===== src/rtl/clk_disp_pkg.sv =====
// Shared types and constants for the clock's multiplexed 7-segment display:
// segment codes, blink field select, digit slots and the scan FSM states.
package clk_disp_pkg;

  typedef enum logic [1:0] {
    ST_OFF  = 2'd0,
    ST_LOAD = 2'd1,
    ST_SCAN = 2'd2
  } disp_state_t;

  typedef enum logic [1:0] {
    FLD_SEC  = 2'd0,
    FLD_MIN  = 2'd1,
    FLD_HOUR = 2'd2,
    FLD_DAY  = 2'd3
  } field_t;

  // Digit slots in scan order, low digit of each field first
  typedef enum logic [2:0] {
    SEC0  = 3'd0,
    SEC1  = 3'd1,
    MIN0  = 3'd2,
    MIN1  = 3'd3,
    HOUR0 = 3'd4,
    HOUR1 = 3'd5,
    DAY0  = 3'd6,
    DAY1  = 3'd7
  } digit_idx_t;

  // Active-low segment codes, bit6..0 = g,f,e,d,c,b,a
  localparam logic [6:0] SEG_BLANK = 7'h7F;
  localparam logic [6:0] SEG_DASH  = 7'h3F;
  localparam logic [6:0] SEG_0     = 7'h40;
  localparam logic [6:0] SEG_1     = 7'h79;
  localparam logic [6:0] SEG_2     = 7'h24;
  localparam logic [6:0] SEG_3     = 7'h30;
  localparam logic [6:0] SEG_4     = 7'h19;
  localparam logic [6:0] SEG_5     = 7'h12;
  localparam logic [6:0] SEG_6     = 7'h02;
  localparam logic [6:0] SEG_7     = 7'h78;
  localparam logic [6:0] SEG_8     = 7'h00;
  localparam logic [6:0] SEG_9     = 7'h10;

  // Two digits per field, so the field is the upper two bits of the slot
  function automatic field_t field_of(input logic [2:0] idx);
    return field_t'(idx[2:1]);
  endfunction

endpackage


===== src/rtl/seg_scan_display_if.sv =====
// Digit interface between the clock core (master) and the display scanner (slave).
interface seg_scan_display_if;
  logic [3:0] DIG0, DIG1, DIG2, DIG3, DIG4, DIG5, DIG6, DIG7;
  logic       DISP_EN;
  logic       LZB_EN;
  logic       BLINK_EN;
  logic [1:0] BLINK_SEL;
  logic [7:0] AN_N;
  logic [6:0] SEG_N;
  logic       DP_N;
  logic       FRAME_SYNC;

  modport master (
    output DIG0, DIG1, DIG2, DIG3, DIG4, DIG5, DIG6, DIG7,
    output DISP_EN, LZB_EN, BLINK_EN, BLINK_SEL,
    input  AN_N, SEG_N, DP_N, FRAME_SYNC
  );

  modport slave (
    input  DIG0, DIG1, DIG2, DIG3, DIG4, DIG5, DIG6, DIG7,
    input  DISP_EN, LZB_EN, BLINK_EN, BLINK_SEL,
    output AN_N, SEG_N, DP_N, FRAME_SYNC
  );
endinterface


===== src/rtl/bcd_to_seg7.sv =====
// Combinational BCD to active-low 7-segment decoder; codes 10..15 show a dash.
module bcd_to_seg7
  import clk_disp_pkg::*;
(
  input  logic [3:0] bcd,
  output logic [6:0] seg_n
);

  always_comb begin
    case (bcd)
      4'd0:    seg_n = SEG_0;
      4'd1:    seg_n = SEG_1;
      4'd2:    seg_n = SEG_2;
      4'd3:    seg_n = SEG_3;
      4'd4:    seg_n = SEG_4;
      4'd5:    seg_n = SEG_5;
      4'd6:    seg_n = SEG_6;
      4'd7:    seg_n = SEG_7;
      4'd8:    seg_n = SEG_8;
      4'd9:    seg_n = SEG_9;
      default: seg_n = SEG_DASH;
    endcase
  end

endmodule


===== src/rtl/seg_scan_display.sv =====
// Scans a frame snapshot of the eight clock digits onto a multiplexed
// common-anode display, with field blink, leading-zero blank and dp separators.
module seg_scan_display
  import clk_disp_pkg::*;
#(
  parameter int DWELL      = 2,
  parameter int BLINK_HALF = 250
) (
  input logic              CLK1K,
  input logic              RSTN,
  seg_scan_display_if.slave bus
);

  localparam int DW_W = (DWELL > 1) ? $clog2(DWELL) : 1;
  localparam int BH_W = (BLINK_HALF > 1) ? $clog2(BLINK_HALF) : 1;
  localparam logic [DW_W-1:0] DWELL_LAST = DW_W'(DWELL - 1);
  localparam logic [BH_W-1:0] BLINK_LAST = BH_W'(BLINK_HALF - 1);

  disp_state_t     state_reg, state_next;
  logic [2:0]      idx_reg, idx_next;
  logic [DW_W-1:0] dwell_reg, dwell_next;
  logic [BH_W-1:0] bcnt_reg, bcnt_next;
  logic            hidden_reg, hidden_next;
  logic [3:0]      snap_reg  [8];
  logic [3:0]      snap_next [8];
  logic [3:0]      dig_in    [8];
  logic [6:0]      seg_dec   [8];
  logic [7:0]      blank_vec;
  logic            frame_end, capture;

  logic [7:0] an_n_reg, an_n_next;
  logic [6:0] seg_n_reg, seg_n_next;
  logic       dp_n_reg, dp_n_next;
  logic       fs_reg, fs_next;

  assign dig_in[0] = bus.DIG0;
  assign dig_in[1] = bus.DIG1;
  assign dig_in[2] = bus.DIG2;
  assign dig_in[3] = bus.DIG3;
  assign dig_in[4] = bus.DIG4;
  assign dig_in[5] = bus.DIG5;
  assign dig_in[6] = bus.DIG6;
  assign dig_in[7] = bus.DIG7;

  assign frame_end = (state_reg == ST_SCAN) && (idx_reg == DAY1) && (dwell_reg == DWELL_LAST);
  assign capture   = (state_reg == ST_LOAD) || (frame_end && bus.DISP_EN);

  always_ff @(posedge CLK1K or negedge RSTN) begin
    if (!RSTN) state_reg <= ST_OFF;
    else       state_reg <= state_next;
  end

  // DISP_EN is only looked at in OFF and at frame end, so frames never truncate
  always_comb begin
    state_next = state_reg;
    case (state_reg)
      ST_OFF:  if (bus.DISP_EN) state_next = ST_LOAD;
      ST_LOAD: state_next = ST_SCAN;
      ST_SCAN: if (frame_end && !bus.DISP_EN) state_next = ST_OFF;
      default: state_next = ST_OFF;
    endcase
  end

  always_comb begin
    idx_next   = '0;
    dwell_next = '0;
    if (state_reg == ST_SCAN) begin
      if (dwell_reg == DWELL_LAST) begin
        idx_next   = idx_reg + 3'd1;
      end else begin
        idx_next   = idx_reg;
        dwell_next = dwell_reg + DW_W'(1);
      end
    end

    // Held at zero while disabled so the first half after enabling is visible
    bcnt_next   = '0;
    hidden_next = 1'b0;
    if (bus.BLINK_EN) begin
      if (bcnt_reg == BLINK_LAST) begin
        hidden_next = ~hidden_reg;
      end else begin
        bcnt_next   = bcnt_reg + BH_W'(1);
        hidden_next = hidden_reg;
      end
    end
  end

  genvar gi;
  generate
    for (gi = 0; gi < 8; gi++) begin : g_digit
      logic blink_hit;
      logic lzb_hit;

      assign snap_next[gi] = capture ? dig_in[gi] : snap_reg[gi];

      bcd_to_seg7 u_dec (
        .bcd   (snap_next[gi]),
        .seg_n (seg_dec[gi])
      );

      assign blink_hit = bus.BLINK_EN && hidden_next &&
                         (field_of(3'(gi)) == field_t'(bus.BLINK_SEL));
      assign lzb_hit   = ((gi == int'(HOUR1)) || (gi == int'(DAY1))) &&
                         bus.LZB_EN && (snap_next[gi] == 4'd0);
      assign blank_vec[gi] = blink_hit || lzb_hit;
    end
  endgenerate

  // Decoded from next-state values so outputs move on the same edge as idx/dwell
  always_comb begin
    an_n_next  = 8'hFF;
    seg_n_next = SEG_BLANK;
    dp_n_next  = 1'b1;
    fs_next    = 1'b0;
    if (state_next == ST_SCAN) begin
      an_n_next = ~(8'd1 << idx_next);
      fs_next   = (idx_next == SEC0) && (dwell_next == '0);
      if (!blank_vec[idx_next]) begin
        seg_n_next = seg_dec[idx_next];
        dp_n_next  = !((idx_next == MIN0) || (idx_next == HOUR0) || (idx_next == DAY0));
      end
    end
  end

  always_ff @(posedge CLK1K or negedge RSTN) begin
    if (!RSTN) begin
      idx_reg    <= '0;
      dwell_reg  <= '0;
      bcnt_reg   <= '0;
      hidden_reg <= 1'b0;
      for (int i = 0; i < 8; i++) snap_reg[i] <= '0;
      an_n_reg   <= 8'hFF;
      seg_n_reg  <= SEG_BLANK;
      dp_n_reg   <= 1'b1;
      fs_reg     <= 1'b0;
    end else begin
      idx_reg    <= idx_next;
      dwell_reg  <= dwell_next;
      bcnt_reg   <= bcnt_next;
      hidden_reg <= hidden_next;
      snap_reg   <= snap_next;
      an_n_reg   <= an_n_next;
      seg_n_reg  <= seg_n_next;
      dp_n_reg   <= dp_n_next;
      fs_reg     <= fs_next;
    end
  end

  assign bus.AN_N       = an_n_reg;
  assign bus.SEG_N      = seg_n_reg;
  assign bus.DP_N       = dp_n_reg;
  assign bus.FRAME_SYNC = fs_reg;

endmodule


===== src/flat_wrapper.sv =====
// flat-port wrapper written by rule: the top's interface ports become plain ports
module seg_scan_display_flat import clk_disp_pkg::*;
#(
  parameter int DWELL      = 2,
  parameter int BLINK_HALF = 250
)
  (CLK1K, RSTN, bus_DIG0, bus_DIG1, bus_DIG2, bus_DIG3, bus_DIG4, bus_DIG5, bus_DIG6, bus_DIG7, bus_DISP_EN, bus_LZB_EN, bus_BLINK_EN, bus_BLINK_SEL, bus_AN_N, bus_SEG_N, bus_DP_N, bus_FRAME_SYNC);
  seg_scan_display_if bus_i ();
  input logic CLK1K;
  input logic RSTN;
  input wire logic [$bits(bus_i.DIG0)-1:0] bus_DIG0;
  input wire logic [$bits(bus_i.DIG1)-1:0] bus_DIG1;
  input wire logic [$bits(bus_i.DIG2)-1:0] bus_DIG2;
  input wire logic [$bits(bus_i.DIG3)-1:0] bus_DIG3;
  input wire logic [$bits(bus_i.DIG4)-1:0] bus_DIG4;
  input wire logic [$bits(bus_i.DIG5)-1:0] bus_DIG5;
  input wire logic [$bits(bus_i.DIG6)-1:0] bus_DIG6;
  input wire logic [$bits(bus_i.DIG7)-1:0] bus_DIG7;
  input wire logic [$bits(bus_i.DISP_EN)-1:0] bus_DISP_EN;
  input wire logic [$bits(bus_i.LZB_EN)-1:0] bus_LZB_EN;
  input wire logic [$bits(bus_i.BLINK_EN)-1:0] bus_BLINK_EN;
  input wire logic [$bits(bus_i.BLINK_SEL)-1:0] bus_BLINK_SEL;
  output wire logic [$bits(bus_i.AN_N)-1:0] bus_AN_N;
  output wire logic [$bits(bus_i.SEG_N)-1:0] bus_SEG_N;
  output wire logic [$bits(bus_i.DP_N)-1:0] bus_DP_N;
  output wire logic [$bits(bus_i.FRAME_SYNC)-1:0] bus_FRAME_SYNC;
  assign bus_i.DIG0 = bus_DIG0;
  assign bus_i.DIG1 = bus_DIG1;
  assign bus_i.DIG2 = bus_DIG2;
  assign bus_i.DIG3 = bus_DIG3;
  assign bus_i.DIG4 = bus_DIG4;
  assign bus_i.DIG5 = bus_DIG5;
  assign bus_i.DIG6 = bus_DIG6;
  assign bus_i.DIG7 = bus_DIG7;
  assign bus_i.DISP_EN = bus_DISP_EN;
  assign bus_i.LZB_EN = bus_LZB_EN;
  assign bus_i.BLINK_EN = bus_BLINK_EN;
  assign bus_i.BLINK_SEL = bus_BLINK_SEL;
  assign bus_AN_N = bus_i.AN_N;
  assign bus_SEG_N = bus_i.SEG_N;
  assign bus_DP_N = bus_i.DP_N;
  assign bus_FRAME_SYNC = bus_i.FRAME_SYNC;
  seg_scan_display #(.DWELL(DWELL), .BLINK_HALF(BLINK_HALF)) u_core (.CLK1K(CLK1K), .RSTN(RSTN), .bus(bus_i));
endmodule

===== config.mk =====
export PLATFORM = sky130hd
export DESIGN_NAME = seg_scan_display_flat
export DESIGN_NICKNAME = d
export VERILOG_FILES = /design/src/rtl/clk_disp_pkg.sv /design/src/rtl/seg_scan_display_if.sv /design/src/rtl/bcd_to_seg7.sv /design/src/rtl/seg_scan_display.sv /design/src/flat_wrapper.sv
export SDC_FILE = /design/constraint.sdc
export NUM_CORES = 1
export LEC_CHECK = 0
export BUFFER_PORTS_ARGS = -buffer_cell sky130_fd_sc_hd__buf_2
export CAP_MARGIN = 5
export CORE_MARGIN = 3
export CORE_UTILIZATION = 50
export CTS_BUF_LIST = sky130_fd_sc_hd__clkbuf_4 sky130_fd_sc_hd__clkbuf_8 sky130_fd_sc_hd__clkbuf_16
export CTS_CLUSTER_SIZE = 16
export DETAILED_ROUTE_END_ITERATION = 16
export PLACE_DENSITY_LB_ADDON = 0.1
export SLEW_MARGIN = 20
export SYNTH_ARGS = -nofsm -noshare
export SYNTH_HDL_FRONTEND = slang
export SYNTH_SLANG_ARGS = --single-unit

===== constraint.sdc =====
create_clock -name CLK1K -period 10.25 [get_ports CLK1K]
set_input_delay 1.5375 -clock CLK1K [delete_from_list [all_inputs] [get_ports CLK1K]]
set_output_delay 1.5375 -clock CLK1K [all_outputs]
set_load 0.02 [all_outputs]

==> results of run 1 <==
-- cell families after synthesis --
| kind of cell | synth area share |
|---|---|
| buf+inv | 0.04986 |
| flops | 0.3383 |
| fa+ha+maj | 0.1279 |
| simple gates | 0.2002 |
| mux | 0.1214 |
| xor+xnor | 0.01279 |
| compound gates | 0.1496 |
-- metal layers --
metal	routed length, um	up-vias
li1	-	1922
met1	5957	1934
met5	0	-
met3	763	24
met4	263	0
met2	5695	157
-- path summary, 6_finish.rpt --
check | cells past startpoint | startpoint | slack [ns] | end
max reg2reg | 12 | u_core.idx_reg[0] | 6.33 | u_core.bus.SEG_N[0]
min | 2 | u_core.snap_reg[7] | 0.48 | u_core.snap_reg[7]
max | 11 | bus_DISP_EN | 5.97 | u_core.bus.SEG_N[0]
min in group asynchronous | 2 | RSTN | 1.36 | u_core.bcnt_reg[0]
max in group asynchronous | 2 | RSTN | 8.36 | u_core.snap_reg[25]
min reg2reg | 2 | u_core.snap_reg[7] | 0.48 | u_core.snap_reg[7]
-- cell type report --
type / count / area (um2) / share of cell area
inverter: 38 / 142.6 / 0.02657
clock buffer: 9 / 123.9 / 0.02308
tap: 129 / 161.4 / 0.03007
clock inverter: 7 / 95.09 / 0.01772
timing repair buffer: 57 / 290.3 / 0.05408
multi-input combinational: 388 / 2933 / 0.5464
sequential: 64 / 1622 / 0.3021
-- worst reg2reg max path, delay by kind of cell (launching register included) --
family                   cells  cell delay [ns]
AND/OR/NAND/NOR              3             0.78
adder cells (fa/ha/maj)      3             0.82
multiplexers                 1             0.34
AO/OA/AOI/OAI                5             1.44
flip-flops                   1             0.49
-- metrics by stage --
stage | power [uW] | std cells | setup WS (ns) | hold slack (ns)
global route | 1651 | 692 | 5.685 | 0.5014
global placement | 1259 | 676 | 5.823 | 0.4566
detailed placement | 1269 | 676 | 5.662 | 0.4612
finish | 1526 | 692 | 5.971 | 0.4840
floorplan | 1060 | 504 | 5.908 | 0.4331
CTS | 1524 | 692 | 6.022 | 0.4783
-- power breakdown --
part	leakage, uW	total, uW	switching [uW]	internal, uW
combinational	0.00161	854	527	327
sequential	0.000765	426	75.9	350
clock	0.000110	246	109	137
total	0.00249	1530	712	814
-- cell usage in the layout, fill, tap and decap left out, types with 4 or more instances in the layout --
master,n
sky130_fd_sc_hd__nand2_1,53
sky130_fd_sc_hd__mux2_2,6
sky130_fd_sc_hd__buf_2,55
sky130_fd_sc_hd__nand2b_1,9
sky130_fd_sc_hd__ha_1,49
sky130_fd_sc_hd__nand3_1,16
sky130_fd_sc_hd__a31oi_1,4
sky130_fd_sc_hd__xnor2_1,4
sky130_fd_sc_hd__a211oi_1,15
sky130_fd_sc_hd__dfrtp_1,48
sky130_fd_sc_hd__nor3_1,21
sky130_fd_sc_hd__mux2i_1,31
sky130_fd_sc_hd__o21a_1,4
sky130_fd_sc_hd__nor3b_1,4
sky130_fd_sc_hd__and2_1,4
sky130_fd_sc_hd__a21o_1,4
sky130_fd_sc_hd__inv_1,36
sky130_fd_sc_hd__o21ai_0,19
sky130_fd_sc_hd__dfstp_2,16
sky130_fd_sc_hd__clkbuf_8,9
sky130_fd_sc_hd__and3_1,6
sky130_fd_sc_hd__nor2_1,38
sky130_fd_sc_hd__or4_1,4
sky130_fd_sc_hd__mux2i_4,6
sky130_fd_sc_hd__a21oi_1,8
sky130_fd_sc_hd__a2111oi_0,4
sky130_fd_sc_hd__nand4_1,10
==> results_dict.tcl, run 1 <==
set metrics [dict create \
    largest_register_ffs 32 \
    tritoncts.num_buffers 9 \
    grt_antenna_before_repair 0 \
    setup-violations-final 0 \
    vias 4037 \
    clock_tree.buffer_depth 2 \
    maxSlewHeadroom 0.4327 \
    clk-insertion-delay-late_ns 0.35 \
    met2_usage 0.3728 \
    fp-row-count 35 \
    ys_top_cells_by_area "sky130_fd_sc_hd__dfrtp_1 (25%), sky130_fd_sc_hd__ha_1 (13%), sky130_fd_sc_hd__dfstp_2 (8.8%)" \
    ctsHtreeMaxLevel 3 \
    synth.top_cell.area_share 0.2506 \
    netlist.top_cell.by_area "sky130_fd_sc_hd__dfrtp_1" \
    grtUsageTotal 0.2429 \
    grt_max_degree 65 \
    die_h_um 103.9 \
    cells_traversed_along_the_worst_timing_path "buf_2 > a41o_2 > nand2_4 > mux2i_1 > ha_1 > nand4_1 > a211oi_1 > a211oi_1 > nand2_1 > a221oi_1 > o2bb2a_4" \
    timing.critical_path.arrival_ns 4.56 \
    drive_above_1_share 0.2167 \
    hold_violations 0 \
    post_synth_most_frequent_cells "sky130_fd_sc_hd__nand2_1 (53), sky130_fd_sc_hd__ha_1 (49), sky130_fd_sc_hd__dfrtp_1 (48)" \
    post_route_utilization 0.5782 \
    cts.hold.buffers_added 0 \
    cts.repair.resized 0 \
    remaining_drc_errors 0 \
    met3_demand_to_capacity_share_in_global_routing 0.03476 \
    worst_path_largest_cell_delay_ns 0.51 \
    cts_tree "done" \
    powerDensity_nw_per_um2 284.3 \
    fin_nets 646 \
    clk_pin_slew_ns 0.07 \
    grt_first_pass_wirelength_um 20930 \
    synthFlopType "sky130_fd_sc_hd__dfrtp_1" \
    worst-path-max-fanout 39 \
    setup_repair_after_global_routing_missed_its_margin "false" \
    first_global_vias 3994 \
    timing_worst_slew_pin_value_ns 0.8492 \
    timing.max_cap.violations 0 \
    drt-vias-per-instance 5.834 \
    postRouteWirelength_um 12680 \
    iteration_count_of_the_initial_detailed_routing_pass 5 \
    fin_skew_ns 0.01164 \
    synth_most_common_cell "sky130_fd_sc_hd__nand2_1" \
    min_period_over_period 0.4175 \
    portBuffers 55 \
    hp-class "reg -> reg" \
    period_minus_ws_final_ns 4.279 \
    met1_usage 0.3512 \
    finalWeightedCongestion 0.9252 \
    critPathRequiredTime_ns 10.53 \
    ir_drop_uv 160.1 \
    wire_per_inst_um 18.32 \
    sum_of_negative_setup_slack_ns 0 \
    syn_area_um2 4793 \
    initial_utilization 0.5163 \
    drt_first_iter_violations 276 \
    fillerInstances 868 \
    critPathBufInv 1 \
    insertedDiodeCount 0 \
    hpwlAfterDp_um 9591 \
    yosysSeqAreaShare 0.3383 \
    design.portCount 56 \
    area_delta_synth_final_pct 11.98 \
    slew_viol_final 0 \
    status "finished clean" \
    syn_nets 592 \
    antenna_left 0 \
    fmaxAchievable_ghz 0.2337 \
    postCtsSetupBuffers 0 \
    busiest_layer "met2" \
    worstSetupPathType "in -> reg" \
    synth-edff-count 0 \
    final_instance_area_um2 5368 \
    synthesis.area_per_instance_um2 9.511 \
    most_prevalent_standard_cell_on_the_critical_path "sky130_fd_sc_hd__a211oi_1" \
    postSynthCellCount 504 \
    critical_path.slowest_cell "sky130_fd_sc_hd__nand2_4" \
    yosys_warnings 0 \
    post_synth_num_cell_types 74 \
    yosys_register_bits 64 \
    leakage_uw 0.002487 \
    die_area_um2 10800 \
    worstSetupStartpointType "input pin" \
    cts-root-buf "sky130_fd_sc_hd__clkbuf_8" \
    setup.worst_path.end_class "flip-flop" \
    cp_top_family "compound AO/OA/AOI/OAI gates" \
    cts.sink_count 64 \
    grt-ovfl-total 0 \
    die_w_um 103.9 \
    ys_async_sr_fraction 1.000 \
    post_dp_cell_area_um2 5149 \
    core_region_area_um2 9284 \
]
(Power assumes the default switching activity.)
==> run 2: changes to the inputs <==
--- a/config.mk
+++ b/config.mk
@@ -5,6 +5,7 @@
 export SDC_FILE = /design/constraint.sdc
 export NUM_CORES = 1
 export LEC_CHECK = 0
+export ABC_AREA = 1
 export BUFFER_PORTS_ARGS = -buffer_cell sky130_fd_sc_hd__buf_2
 export CAP_MARGIN = 5
 export CORE_MARGIN = 3
==> constraint.sdc (replaced) <==
create_clock -name CLK1K -period 3.9 [get_ports CLK1K]
set_input_delay 0.585 -clock CLK1K [delete_from_list [all_inputs] [get_ports CLK1K]]
set_output_delay 0.585 -clock CLK1K [all_outputs]
set_load 0.02 [all_outputs]
==> run 2 against run 1 <==
  * Flip-flop and latch count is the same
  * Register-to-register slack got worse by 5.8 ns
  * Power rose to 2.6 times the previous value
  * Clock skew is essentially flat
  * Worst setup slack lost 5.4 ns
  * Combinational power grew to 2.8 times the previous value
  * Critical endpoint unchanged
  * Largest cell class unchanged
==> results_dict.tcl, run 2 <==
set metrics [dict create \
    fin_nets 788 \
    endpoint "u_core.bus.SEG_N[0]" \
    ys_async_sr_fraction 1.000 \
    grtUsageTotal 0.2322 \
    yosys_warnings 0 \
    ctsHtreeMaxLevel 3 \
    timing_worst_slew_pin_value_ns 0.6048 \
    cts.sink_count 64 \
    first_global_vias 4066 \
    timing.critical_path.arrival_ns 3.65 \
    min_period_over_period 0.8639 \
    synth.top_cell.area_share 0.2581 \
    finalNonFillerCells 813 \
    route.top_layer_used "met4" \
    critical_path.slowest_cell "sky130_fd_sc_hd__o21ai_0" \
    syn_area_um2 4653 \
    clk_pin_slew_ns 0.08 \
    area_delta_synth_final_pct 11.48 \
    synth-edff-count 0 \
    post_synth_num_cell_types 36 \
    hpwlAfterDp_um 8748 \
    yosys_register_bits 64 \
    wire_per_inst_um 14.29 \
    worst_r2r_path_depth 17 \
    die_area_um2 10500 \
    r2r_setup_slack_ns 0.53 \
    final_common_cell "sky130_fd_sc_hd__nand2_1" \
    grt_max_degree 44 \
    cells_traversed_along_the_worst_timing_path "ha_1 > ha_1 > nand2_1 > inv_2 > nand3_4 > nand2_4 > o21ai_0 > inv_1 > ha_1 > inv_1 > nand2_1 > nand3_1 > o21ai_1 > nor2_1 > nand2_1 > nand2_1 > nand3_1" \
    finalWeightedCongestion 0.9108 \
    worst-path-max-fanout 40 \
    register_area_um2 1622 \
    cts-root-buf "sky130_fd_sc_hd__clkbuf_8" \
    cts_tree "done" \
    layout.cells.most_common_list "sky130_fd_sc_hd__nand2_1 (213), sky130_fd_sc_hd__inv_1 (79), sky130_fd_sc_hd__nand3_1 (68), sky130_fd_sc_hd__buf_2 (55), sky130_fd_sc_hd__ha_1 (49)" \
    clk-insertion-delay-late_ns 0.35 \
    yosysSeqAreaShare 0.3485 \
    portBuffers 55 \
    leakage_uw 0.002758 \
    cts.hold.buffers_added 0 \
    fmaxAchievable_ghz 0.2968 \
    clock_tree.buffer_depth 2 \
    maxSlewHeadroom 0.5926 \
    netlist.top_cell.by_area "sky130_fd_sc_hd__dfrtp_1" \
    worstSetupPathType "reg -> reg" \
    postRouteWirelength_um 11620 \
    hold_violations 0 \
    design.portCount 56 \
    vias 4151 \
    grt_antenna_before_repair 0 \
    crit-reg2reg-launch "u_core.idx_reg[0]" \
    synthesis.area_per_instance_um2 7.271 \
    fillerInstances 900 \
    setup.worst_path.end_class "flip-flop" \
    post_synth_most_frequent_cells "sky130_fd_sc_hd__nand2_1 (213), sky130_fd_sc_hd__inv_1 (79), sky130_fd_sc_hd__nand3_1 (68)" \
    final_instance_area_um2 5187 \
    fp-row-count 34 \
    post_route_utilization 0.5835 \
    antenna_left 0 \
    sum_of_negative_setup_slack_ns 0 \
    synthFlopType "sky130_fd_sc_hd__dfrtp_1" \
    fin_skew_ns 0.01140 \
    worst_path_largest_cell_delay_ns 0.62 \
    worstSetupStartpointType "flip-flop" \
    ys_top_cells_by_area "sky130_fd_sc_hd__dfrtp_1 (26%), sky130_fd_sc_hd__nand2_1 (17%), sky130_fd_sc_hd__ha_1 (13%)" \
    worst_r2r_endpoint "u_core.bus.SEG_N[0]" \
    insertedDiodeCount 0 \
    drive_above_1_share 0.2014 \
    setup_repair_after_global_routing_missed_its_margin "false" \
    setup-violations-final 0 \
    remaining_drc_errors 0 \
    routed-wl-met2_um 5623 \
    most_prevalent_standard_cell_on_the_critical_path "sky130_fd_sc_hd__nand2_1" \
    powerDensity_nw_per_um2 771.2 \
    post_dp_cell_area_um2 5009 \
    core_region_area_um2 8891 \
    drt-vias-per-instance 5.106 \
    period_minus_ws_final_ns 3.369 \
    critPathRequiredTime_ns 4.18 \
    hp-class "in -> async" \
    tritoncts.num_buffers 9 \
    syn_nets 728 \
    cts.repair.resized 0 \
    largest_register_ffs 32 \
    status "finished clean" \
    slew_viol_final 0 \
    postCtsSetupBuffers 0 \
    grt_first_pass_wirelength_um 18950 \
    routed_met1_length_um 5171 \
    drt_first_iter_violations 165 \
    hold_ws_ns 0.2086 \
    synth_most_common_cell "sky130_fd_sc_hd__nand2_1" \
    die_h_um 102.5 \
    wl_met3_um 559 \
    timing.max_cap.violations 0 \
    placed_cells 797 \
    grt-ovfl-total 0 \
    ir_drop_uv 366.9 \
    die_w_um 102.5 \
    multi_input_area_um2 2628 \
    postSynthCellCount 640 \
    initial_utilization 0.5234 \
    iteration_count_of_the_initial_detailed_routing_pass 5 \
    crit_start "u_core.idx_reg[0]" \
]
## run 2: where the power goes
part | total, uW | switching (uW) | internal, uW
clock | 539 | 285 | 254
combinational | 2430 | 1670 | 762
sequential | 1030 | 100 | 930
total | 4000 | 2050 | 1950
## run 2: worst max-delay path, delay by kind of cell, from the launching register on
kind                     cells  cell delay (ns)
flip-flops                   1             0.41
AND/OR/NAND/NOR              9             1.21
AO/OA/AOI/OAI                2             0.72
buffers and inverters        3             0.30
adder cells (fa/ha/maj)      3             0.64
## run 2: through the flow
stage / setup WS, ns / total power, uW
2_1_floorplan: 1.292 / 2874
3_3_place_gp: 0.6525 / 3401
3_5_place_dp: 0.5546 / 3442
4_1_cts: 0.5635 / 3990
5_1_grt: 0.2002 / 4420
6_report: 0.5308 / 4001
## run 2: how the worst min path moves through the flow
stage | from | end | slack (ns) | depth (start not counted)
after floorplan | RSTN | u_core.bcnt_reg[0] | 0.29 | 0
after global placement | u_core.state_reg[1] | u_core.state_reg[0] | 0.46 | 1
after detailed placement | u_core.state_reg[1] | u_core.state_reg[0] | 0.47 | 1
after CTS | RSTN | u_core.snap_reg[3] | 0.23 | 1
after global routing | RSTN | u_core.snap_reg[3] | 0.23 | 1
final | RSTN | u_core.snap_reg[10] | 0.21 | 1
## run 2: area by class of cell
| cell class | instances | share of cell area |
|---|---|---|
| multi-input cells | 480 | 0.5065 |
| flip-flops and latches | 64 | 0.3126 |
| inverters | 87 | 0.06295 |
| repair buffers | 58 | 0.05740 |
| clock buffers | 11 | 0.02798 |
| well taps | 108 | 0.02605 |
| clock inverters | 5 | 0.006512 |
## run 2: cell families (layout without fill, tap and decap cells)
family / Yosys count / after routing / share of synthesized area
simple gates: 385 / 385 / 0.3716
buf+inv: 96 / 161 / 0.08685
flops: 64 / 64 / 0.3485
fa+ha+maj: 49 / 49 / 0.1318
compound gates: 45 / 45 / 0.05943
xor+xnor: 1 / 1 / 0.001883
## run 2: routing by layer
metal / track usage / up-vias
met3: 0.04437 / 22
met5: 0 / -
met2: 0.3952 / 114
li1: - / 2121
met4: 0.07871 / 0
met1: 0.2949 / 1894
